**src/rtl/seg595_arbiter_pkg.sv**
```systemverilog
// Shared types for the 74HC595 frame arbiter: FSM state encoding and default frame width.
package seg595_arbiter_pkg;

  localparam int FRAME_W_DEF = 16;

  typedef enum logic [2:0] {
    IDLE     = 3'd0,
    SHIFT_LO = 3'd1,
    SHIFT_HI = 3'd2,
    LATCH    = 3'd3,
    DONE     = 3'd4
  } seg_state_t;

endpackage

```
**src/rtl/seg595_rr_arb.sv**
```systemverilog
// Two-way request arbiter: round-robin when SEG595_RR_EN is defined, else fixed priority (req[0] wins).
// ptr is the index of the requester granted last.
module seg595_rr_arb (
  input  logic [1:0] req,
  input  logic       ptr,
  output logic [1:0] grant
);

`ifdef SEG595_RR_EN
  always_comb begin
    grant = req;
    if (req == 2'b11) grant = ptr ? 2'b01 : 2'b10;
  end
`else
  logic unused_ptr;
  assign unused_ptr = ptr;

  always_comb begin
    grant = 2'b00;
    if (req[0])      grant = 2'b01;
    else if (req[1]) grant = 2'b10;
  end
`endif

endmodule

```
**src/rtl/seg595_arbiter.sv**
```systemverilog
// Arbitrates two frame requesters onto one 74HC595 chain: serialises FRAME_W bits MSB first,
// then pulses the latch clock. Define SEG595_RR_EN for round-robin arbitration.
module seg595_arbiter
  import seg595_arbiter_pkg::*;
#(
  parameter int CLK_DIV = 6,
  parameter int FRAME_W = FRAME_W_DEF
) (
  input  logic               clk,
  input  logic               rst,
  input  logic [1:0]         req,
  input  logic [FRAME_W-1:0] data0,
  input  logic [FRAME_W-1:0] data1,
  output logic [1:0]         ack,
  output logic               busy,
  output logic               seg_sck,
  output logic               seg_din,
  output logic               seg_rck
);

  localparam int HW = $clog2(CLK_DIV + 1);
  localparam int BW = $clog2(FRAME_W + 1);
  localparam logic [HW-1:0] HLAST = HW'(CLK_DIV - 1);
  localparam logic [BW-1:0] BLAST = BW'(FRAME_W - 1);

  seg_state_t         state, state_nxt;
  logic [HW-1:0]      hcnt;
  logic [BW-1:0]      bcnt;
  logic [FRAME_W-1:0] sreg;
  logic               win;
  logic               rr_ptr;
  logic [1:0]         grant;
  logic               hlast;

  assign hlast = (hcnt == HLAST);

  seg595_rr_arb u_arb (
    .req   (req),
    .ptr   (rr_ptr),
    .grant (grant)
  );

  always_ff @(posedge clk) begin
    if (rst) state <= IDLE;
    else     state <= state_nxt;
  end

  always_comb begin
    state_nxt = state;
    case (state)
      IDLE:     if (req != 2'b00) state_nxt = SHIFT_LO;
      SHIFT_LO: if (hlast)        state_nxt = SHIFT_HI;
      SHIFT_HI: if (hlast)        state_nxt = (bcnt == BLAST) ? LATCH : SHIFT_LO;
      LATCH:    if (hlast)        state_nxt = DONE;
      DONE:                       state_nxt = IDLE;
      default:                    state_nxt = IDLE;
    endcase
  end

  // Datapath: data and winner are captured only on the grant edge, so later input changes are ignored.
  always_ff @(posedge clk) begin
    if (rst) begin
      hcnt   <= '0;
      bcnt   <= '0;
      sreg   <= '0;
      win    <= 1'b0;
      rr_ptr <= 1'b1;
    end else begin
      case (state)
        IDLE: begin
          hcnt <= '0;
          bcnt <= '0;
          if (grant != 2'b00) begin
            sreg   <= grant[1] ? data1 : data0;
            win    <= grant[1];
            rr_ptr <= grant[1];
          end
        end
        SHIFT_LO, LATCH: hcnt <= hlast ? '0 : hcnt + HW'(1);
        SHIFT_HI: begin
          if (hlast) begin
            hcnt <= '0;
            bcnt <= bcnt + BW'(1);
            sreg <= {sreg[FRAME_W-2:0], 1'b0};
          end else begin
            hcnt <= hcnt + HW'(1);
          end
        end
        default: hcnt <= '0;
      endcase
    end
  end

  // Outputs are forced low while rst is held, even before the aborting edge.
  always_comb begin
    ack     = 2'b00;
    busy    = 1'b0;
    seg_sck = 1'b0;
    seg_din = 1'b0;
    seg_rck = 1'b0;
    if (!rst) begin
      case (state)
        SHIFT_LO: begin
          busy    = 1'b1;
          seg_din = sreg[FRAME_W-1];
        end
        SHIFT_HI: begin
          busy    = 1'b1;
          seg_sck = 1'b1;
          seg_din = sreg[FRAME_W-1];
        end
        LATCH: begin
          busy    = 1'b1;
          seg_rck = 1'b1;
        end
        DONE: begin
          busy = 1'b1;
          ack  = win ? 2'b10 : 2'b01;
        end
        default: ;
      endcase
    end
  end

endmodule

```
**config.mk**
```make
export PLATFORM = sky130hd
export DESIGN_NAME = seg595_arbiter
export DESIGN_NICKNAME = d
export VERILOG_FILES = /design/src/rtl/seg595_arbiter_pkg.sv /design/src/rtl/seg595_rr_arb.sv /design/src/rtl/seg595_arbiter.sv
export SDC_FILE = /design/constraint.sdc
export NUM_CORES = 1
export LEC_CHECK = 0
export ABC_CLOCK_PERIOD_IN_PS = 4600
export BUFFER_PORTS_ARGS = -buffer_cell sky130_fd_sc_hd__buf_4
export CAP_MARGIN = 20
export CORE_MARGIN = 10
export CORE_UTILIZATION = 45
export DETAILED_ROUTE_END_ITERATION = 8
export HOLD_SLACK_MARGIN = 0.05
export PLACE_DENSITY = 0.69
export REMOVE_ABC_BUFFERS = 1
export SKIP_LAST_GASP = 1
export SYNTH_ARGS = -nofsm -noshare
export SYNTH_HDL_FRONTEND = slang
export SYNTH_SLANG_ARGS = --single-unit
```
**constraint.sdc**
```tcl
create_clock -name clk -period 4.6 [get_ports clk]
set_input_delay 0.46 -clock clk [delete_from_list [all_inputs] [get_ports clk]]
set_output_delay 0.46 -clock clk [all_outputs]
set_load 0.01 [all_outputs]
```
-- After elaboration in Yosys (flattened, before gate mapping)
Cells that the tools add are included.
- flip-flop bits (word level): 28
- output and inout port bits: 6
- add/sub/neg operators: 2
- eq/ne operators: 11
- multiplexer cells: 25
- bitwise operators: 1
- reductions and logical operators: 12
- operator list (operator ; count):
    two-way mux 16 bit ; 3
    case mux 16 bit (2 select lines) ; 1
    two-way mux 2 bit ; 6
    two-way mux 3 bit ; 4
    case mux 3 bit (4 select lines) ; 1
    != test 2 bit, second input constant ; 5
    case mux 5 bit (2 select lines) ; 1
    two-way mux 1 bit ; 8
    equality test 3 x 2 -> 1 bit, second input constant ; 2
    equality test 3 bit, second input constant ; 2
    nonzero test 2 bit ; 3
    OR reduction 3 bit ; 2
    adder 5 x 1 -> 5 bit, second input constant ; 1
    equality test 5 x 4 -> 1 bit, second input constant ; 1
    two-way mux 5 bit ; 1
    AND reduction 2 bit ; 2
    AND reduction 4 bit ; 1
    OR reduction 4 bit ; 1
    adder 3 x 1 -> 3 bit, second input constant ; 1
    equality test 3 x 1 -> 1 bit, second input constant ; 1
    logical NOT 3 bit ; 1
    AND reduction 3 bit ; 1
    OR reduction 2 bit ; 1
    inverter 1 bit ; 1

-- Logic depth before layout (Yosys ltp)
Gate-level depths: netlist (run 1).
- word-level depth: 5
- depth in mapped cells: 6
- gate-level depth less buffers: 5

-- By module
Synthesis (run 1) repeated with hierarchy kept, for this count alone.
- cell total of the unflattened synthesis: 190
- area, all modules: 1774.2 µm²
- by module, submodules not included (module ; instances ; cells each ; area an instance (µm²)):
    seg595_arbiter ; 1 ; 188 ; 1752.9
    seg595_rr_arb ; 1 ; 2 ; 21.3

-- Worst setup path before layout (run 1)
No wires, ideal clock.
- path kind: register to output
- from: register state[2]
- to: output port seg_sck
- data arrival time: 1.235 ns
- required time: 4.140 ns
- setup slack: 2.905 ns
- cell stages (with the launch flop): 6
- buffers on the path: 3
- path through: dfxtp_1 buf_6 or3b_4 buf_6 buf_6 nor2_1
- longest elaborated chain between the ends: 3
- ends and longest elaborated chain (what ; line ; text):
    from (decl) ; seg595_arbiter.sv:26 ; seg_state_t state, state_nxt;
    from (signal assigned) ; seg595_arbiter.sv:45 ; else state <= state_nxt;
    equality test 3 x 2 -> 1 bit ; seg595_arbiter.sv:102 ; case (state)
    two-way mux 1 bit ; seg595_arbiter.sv:102 ;
    two-way mux 1 bit ; seg595_arbiter.sv:101 ; if (!rst) begin
    to (decl) ; seg595_arbiter.sv:16 ; output logic seg_sck,
No other way between the ends.

-- Final worst setup path (run 1)
- from: register state[1]
- to: output port seg_sck
The elaborated chain is that of the path after synthesis.

==> results of run 1 <==
==> routing by layer <==
metal	global-route usage, %	wire length [um]	vias to the layer above	share of wire [%]
met5	0	0	-	0
met4	5.19	78	0	1.9
met3	3.75	270	8	6.5
met2	21.2	2030	46	49
met1	14.2	1760	701	43
li1	-	-	754	-
==> final cells by class <==
type,instances,area (um2),area share [%]
inverters,19,71.3,3.56
well taps,48,60.1,3.00
clock buffers,4,55.1,2.75
multi-input cells,124,946,47.3
repair buffers,41,308,15.4
flip-flops and latches,28,561,28.0
==> synth_stat cells (2+ instances only) <==
master     instances
buf_6              7
and3_1             4
o211ai_1          17
nor2_1             7
clkbuf_1           6
buf_2              2
a32o_1            14
or4_1              2
ha_1               4
nand2b_1           4
o21ai_0            2
and2_1             2
a21oi_1            7
a2111oi_0          2
o311ai_0           2
nand2_1            3
dfxtp_1           28
nor3_1             3
inv_1             19
nand3_1            5
or2b_1            10
nand3b_1          16
==> flip-flops by register name, summed over array words and instances, names as in the netlist <==
name	flops
bcnt	5
hcnt	3
sreg	16
state	3
win	1
==> worst max-delay path: stages (launching register included) <==
cell     delay [ns]
dfxtp_1        0.63
or3b_4         0.56
nor2_1         0.13
buf_4          0.13
==> where the power goes <==
part	switching (mW)	internal (mW)	total, mW
registers	0.00949	0.257	0.266
clock network	0.0757	0.0766	0.152
logic	0.0385	0.0472	0.0857
total	0.124	0.381	0.504
==> how the worst max path moves through the flow <==
| stage | end | depth (start not counted) |
|---|---|---|
| finish | seg_sck | 3 |
| CTS | seg_sck | 3 |
| global placement | sreg[4] | 4 |
| detailed placement | sreg[13] | 4 |
| global route | seg_sck | 3 |
| floorplan | bcnt[3] | 3 |
==> metrics by stage <==
stage	worst slack [ns]	hold slack, ns	std cells	total power, mW	utilization (%)
2_1_floorplan	2.89	0.421	171	0.316	-
3_3_place_gp	2.52	0.432	260	0.355	53.5
3_5_place_dp	2.50	0.442	260	0.358	53.5
4_1_cts	2.41	0.457	264	0.508	55.1
5_1_grt	2.29	0.465	264	0.525	55.1
6_report	2.42	0.457	264	0.504	55.1
==> cells in the final DEF (no fill, tap or decap), types with 2 or more instances in the layout <==
cell,n
a2111oi_0,2
a21oi_1,7
a32o_1,14
and2_1,2
and3_1,4
buf_4,41
clkbuf_8,4
dfxtp_1,28
ha_1,4
inv_1,19
nand2_1,3
nand2b_1,4
nand3_1,5
nand3b_1,16
nor2_1,7
nor3_1,3
o211ai_1,17
o21ai_0,2
o311ai_0,2
or2b_1,10
or4_1,2
==> cells by family after synthesis <==
kind of cell             count (synthesis)
adder cells (fa/ha/maj)                  4
XOR/XNOR                                 2
AO/OA/AOI/OAI                           52
AND/OR/NAND/NOR                         66
flip-flops                              28
buffers and inverters                   34
==> flow_summary.json, run 1 <==
{
  "worst_pin_slew_ns": 1.06,
  "fin_crit_sh_pct": 47.5,
  "cts-root-buf": "clkbuf_8",
  "synth_xor_area_share_pct": 1.04,
  "ant_nets": 0,
  "start_kind": "register",
  "vias": 1509,
  "cp.required_ns": 4.14,
  "grt_max_degree": 22,
  "cts.htree.levels": 1,
  "synthAdderAreaFrac_pct": 2.96,
  "ctsHoldBuffers": 0,
  "synth_compound_area_share_pct": 24.8,
  "drt-pass1-iter-count": 4,
  "insertion_delay_ns": 0.27,
  "clkTransAtPathRegs_ns": 0.09,
  "setup_viol": 0,
  "wirelength_um": 4140,
  "rr_startpoint": "state[0]",
  "clock_path_buffers": 2,
  "maxCapViolCount": 0,
  "fin_worst_skew_ns": 0.00438,
  "gp_congestion": 0.840,
  "synthesis.area_um2": 1690,
  "fp.dieW_um": 81.3,
  "area_delta_synth_final_pct": 18.4,
  "vias_per_cell": 5.72,
  "fin_area_um2": 2000,
  "dieArea_um2": 6600,
  "final.setup.tns_ns": 0,
  "post_cts_buffers": 0,
  "cts_sinks": 28,
  "drc": 0,
  "synthTopCellsByArea": "dfxtp_1 (33%), a32o_1 (8.3%), o211ai_1 (7.6%), nand3b_1 (7.1%), buf_6 (4.7%)",
  "period_needed_ns": 2.18,
  "hold_end": "hcnt[0]",
  "n_antenna_cell": 0,
  "total_leakage_power_nw": 0.802,
  "max_freq_mhz": 458,
  "async_flop_share_pct": 0,
  "synth_warnings": 0,
  "p_per_area_nw_per_um2": 252,
  "ys_seq_elements": 28,
  "synth_top_area_share_pct": 33.2,
  "synth_top_family_by_area": "simple AND/OR/NAND/NOR gates",
  "rsz0062_at_grt": "false",
  "core-area_um2": 3630,
  "cp_max_fo": 21,
  "syn_area_per_cell_um2": 9.08,
  "muxShareOfSynthArea_pct": 0,
  "holdPathStages": 1,
  "cts_inserted_buffers": 3,
  "yosys.area.top_type": "dfxtp_1",
  "cts_tree": "built",
  "hold_class": "register to register",
  "grt_pass1_vias": 1537,
  "placed_area_um2": 1950,
  "worstSetupPathType": "register to primary output",
  "status": "finished, final reports clean",
  "antenna_found_initial": 0,
  "nFillCells": 361,
  "hold_violations": 0,
  "vdd_drop_max_uv": 116,
  "synth-edff-count": 0,
  "drt_iter0_drc": 101,
  "end_kind": "primary output",
  "ctsResizeCount": 0,
  "boundaryPins": 42,
  "start_util_pct": 46.5,
  "place_hpwl_um": 3130,
  "synth-main-ff-cell": "dfxtp_1",
  "synthCells": 186,
  "reg2reg_to": "sreg[10]",
  "port_buffers": 41,
  "ys_seq_area_share_pct": 33.2,
  "synth.distinct_cells": 42,
  "maxSlewViolCount": 0,
  "num_rows": 22,
  "drive_gt1_share_pct": 24.5,
  "hold_start": "hcnt[0]",
  "track_usage_pct": 12.5,
  "slew_headroom_pct": 29.2,
  "startpoint": "state[1]",
  "wl_per_cell_um": 15.7,
  "r2r_cells": 3,
  "arrival_ns": 1.72,
  "synth-simple-area-share_pct": 27.2,
  "die_y_um": 81.3,
  "grt-ovfl-total": 0,
  "grt_pass1_wl_um": 6800,
  "r2r_setup_slack_ns": 2.66,
  "final_nets": 257
}
(Power assumes the default switching activity.)
==> inputs of run 2 (changes only) <==
Settings changed: ABC_AREA from default to 1, ABC_CLOCK_PERIOD_IN_PS 4600 to 2200.
Clock period 4.6 ns to 2.2 ns, I/O delays scaled along.
==> flow_summary.json, run 2 <==
{
  "p_clk_share_pct": 14.9,
  "worst_hold_slack_ns": 0.146,
  "track_usage_pct": 11.4,
  "hold_class": "input port to register",
  "insertion_delay_ns": 0.28,
  "synthTopCellsByArea": "dfxtp_1 (31%), nand2_1 (23%), inv_1 (12%), nor2_1 (9.3%), nand3_1 (6.7%)",
  "p_per_area_nw_per_um2": 1010,
  "regMostFlops": "sreg",
  "cpPeakStageDelay_ns": 0.38,
  "ys_seq_elements": 28,
  "fp.dieW_um": 83.0,
  "cts_sinks": 28,
  "yosys.area.top_type": "dfxtp_1",
  "start_util_pct": 47.7,
  "area_delta_synth_final_pct": 20.3,
  "crit_slowest_cell": "dfxtp_1",
  "cts_tree": "built",
  "vias": 1710,
  "worstSetupPathType": "register to primary output",
  "slew_headroom_pct": 56.3,
  "seqPwrFrac_pct": 33.6,
  "post_cts_buffers": 0,
  "combPwrFrac_pct": 51.5,
  "cts.htree.levels": 1,
  "fin_crit_sh_pct": 77.7,
  "setup_viol": 0,
  "synth-main-ff-cell": "dfxtp_1",
  "die_y_um": 83.0,
  "status": "finished, final reports clean",
  "async_flop_share_pct": 0,
  "crit_chain": "inv_2 -> nand3_4 -> a211oi_1 -> buf_4",
  "cts_inserted_buffers": 3,
  "num_rows": 22,
  "maxCapViolCount": 0,
  "end_kind": "primary output",
  "vdd_drop_max_uv": 828,
  "clkTransAtPathRegs_ns": 0.09,
  "worst_pin_slew_ns": 0.654,
  "synth_top_area_share_pct": 31.4,
  "final.setup.tns_ns": 0,
  "startpoint": "state[0]",
  "cts-root-buf": "clkbuf_8",
  "clock_path_buffers": 2,
  "grt_pass1_wl_um": 7010,
  "final_cell_mix": "nand2_1 (111), inv_1 (59), nor2_1 (44)",
  "rr_startpoint": "state[0]",
  "hold_violations": 0,
  "post-synth-top-count-cell": "nand2_1",
  "ctsResizeCount": 0,
  "post-place-cells": 386,
  "seqCellArea_um2": 561,
  "maxSlewViolCount": 0,
  "nFillCells": 381,
  "drc": 0,
  "cp.required_ns": 1.98,
  "drt_iter0_drc": 82,
  "path_buf_inv": 2,
  "ys_seq_area_share_pct": 31.4,
  "ctsHoldBuffers": 0,
  "fin_cells": 390,
  "p_total_mw": 2.18,
  "dieArea_um2": 6880,
  "drt-pass1-iter-count": 4,
  "cp_max_fo": 19,
  "start_kind": "register",
  "period_needed_ns": 1.71,
  "power_switching_mw": 0.969,
  "layout_commonest_cell": "nand2_1",
  "p_int_mw": 1.21,
  "synth_warnings": 0,
  "arrival_ns": 1.49,
  "max_freq_mhz": 585,
  "wl_per_cell_um": 10.1,
  "largest_register_ffs": 16,
  "core-area_um2": 3740,
  "cp_top_family": "flip-flops",
  "ant_nets": 0,
  "boundaryPins": 42,
  "syn_area_per_cell_um2": 5.85,
  "hold_start": "rst",
  "antenna_found_initial": 0,
  "grt-ovfl-total": 0,
  "final_nets": 383,
  "n_antenna_cell": 0,
  "synthCells": 305,
  "synth-edff-count": 0,
  "rsz0062_at_grt": "false",
  "grt_max_degree": 34,
  "fin_worst_skew_ns": 0.00270,
  "multi_input_area_um2": 927,
  "gp_congestion": 0.768,
  "port_buffers": 41,
  "grt_pass1_vias": 1582,
  "wirelength_um": 3940,
  "place_hpwl_um": 2940,
  "reg.largest.list": "sreg (16), bcnt (5)",
  "synthesis.area_um2": 1780,
  "vias_per_cell": 4.38,
  "synth.distinct_cells": 24,
  "switching_share_pct": 44.5,
  "total_leakage_power_nw": 1.23,
  "drive_gt1_share_pct": 16.4,
  "synth_common_cells": "nand2_1 (111), inv_1 (59), nor2_1 (44)"
}
## run 2: through the flow
step	cell area [um2]	util [%]	worst slack, ns
global route	2150	57.4	0.370
CTS	2150	57.4	0.463
floorplan	1720	-	0.903
finish	2150	57.4	0.490
detailed placement	2090	55.9	0.659
global placement	2090	55.9	0.681
## run 2: cells by family after synthesis
family	count (synthesis)	share of synthesized area, %
simple gates	190	44.8
xor+xnor	2	0.982
fa+ha+maj	4	2.81
compound gates	11	3.37
flops	28	31.4
buf+inv	70	16.6
## run 2: area by class of cell
type | count | area share (%)
multi-input combinational | 207 | 43.2
timing repair buffer | 42 | 14.7
tap | 48 | 2.80
clock buffer | 4 | 2.56
sequential | 28 | 26.1
inverter | 61 | 10.7
## run 2: power groups by stage
stage	sequential (mW)	clock [mW]	combinational, mW
after floorplan	0.731	0	0.870
after global placement	0.743	0	1.12
after detailed placement	0.745	0	1.13
after CTS	0.732	0.334	1.14
after global routing	0.752	0.348	1.32
final	0.732	0.324	1.12
## run 2: final timing paths
path	to	slack (ns)	depth (start not counted)
max	seg_din	0.49	4
min	state[0]	0.15	2
max reg2reg	sreg[5]	0.66	6
min reg2reg	hcnt[0]	0.46	1
## run 2: metal layers
layer,GRT usage [%],wire (um)
met1,15.1,2050
met2,17.7,1680
met3,2.44,144
met4,4.15,59
met5,0,0
## run 2: worst reg2reg max path: cells and delay by family (launching register included)
kind	cells	cell delay (ns)
buffers and inverters	1	0.12
DFF	1	0.38
and+or+nand+nor	5	0.93
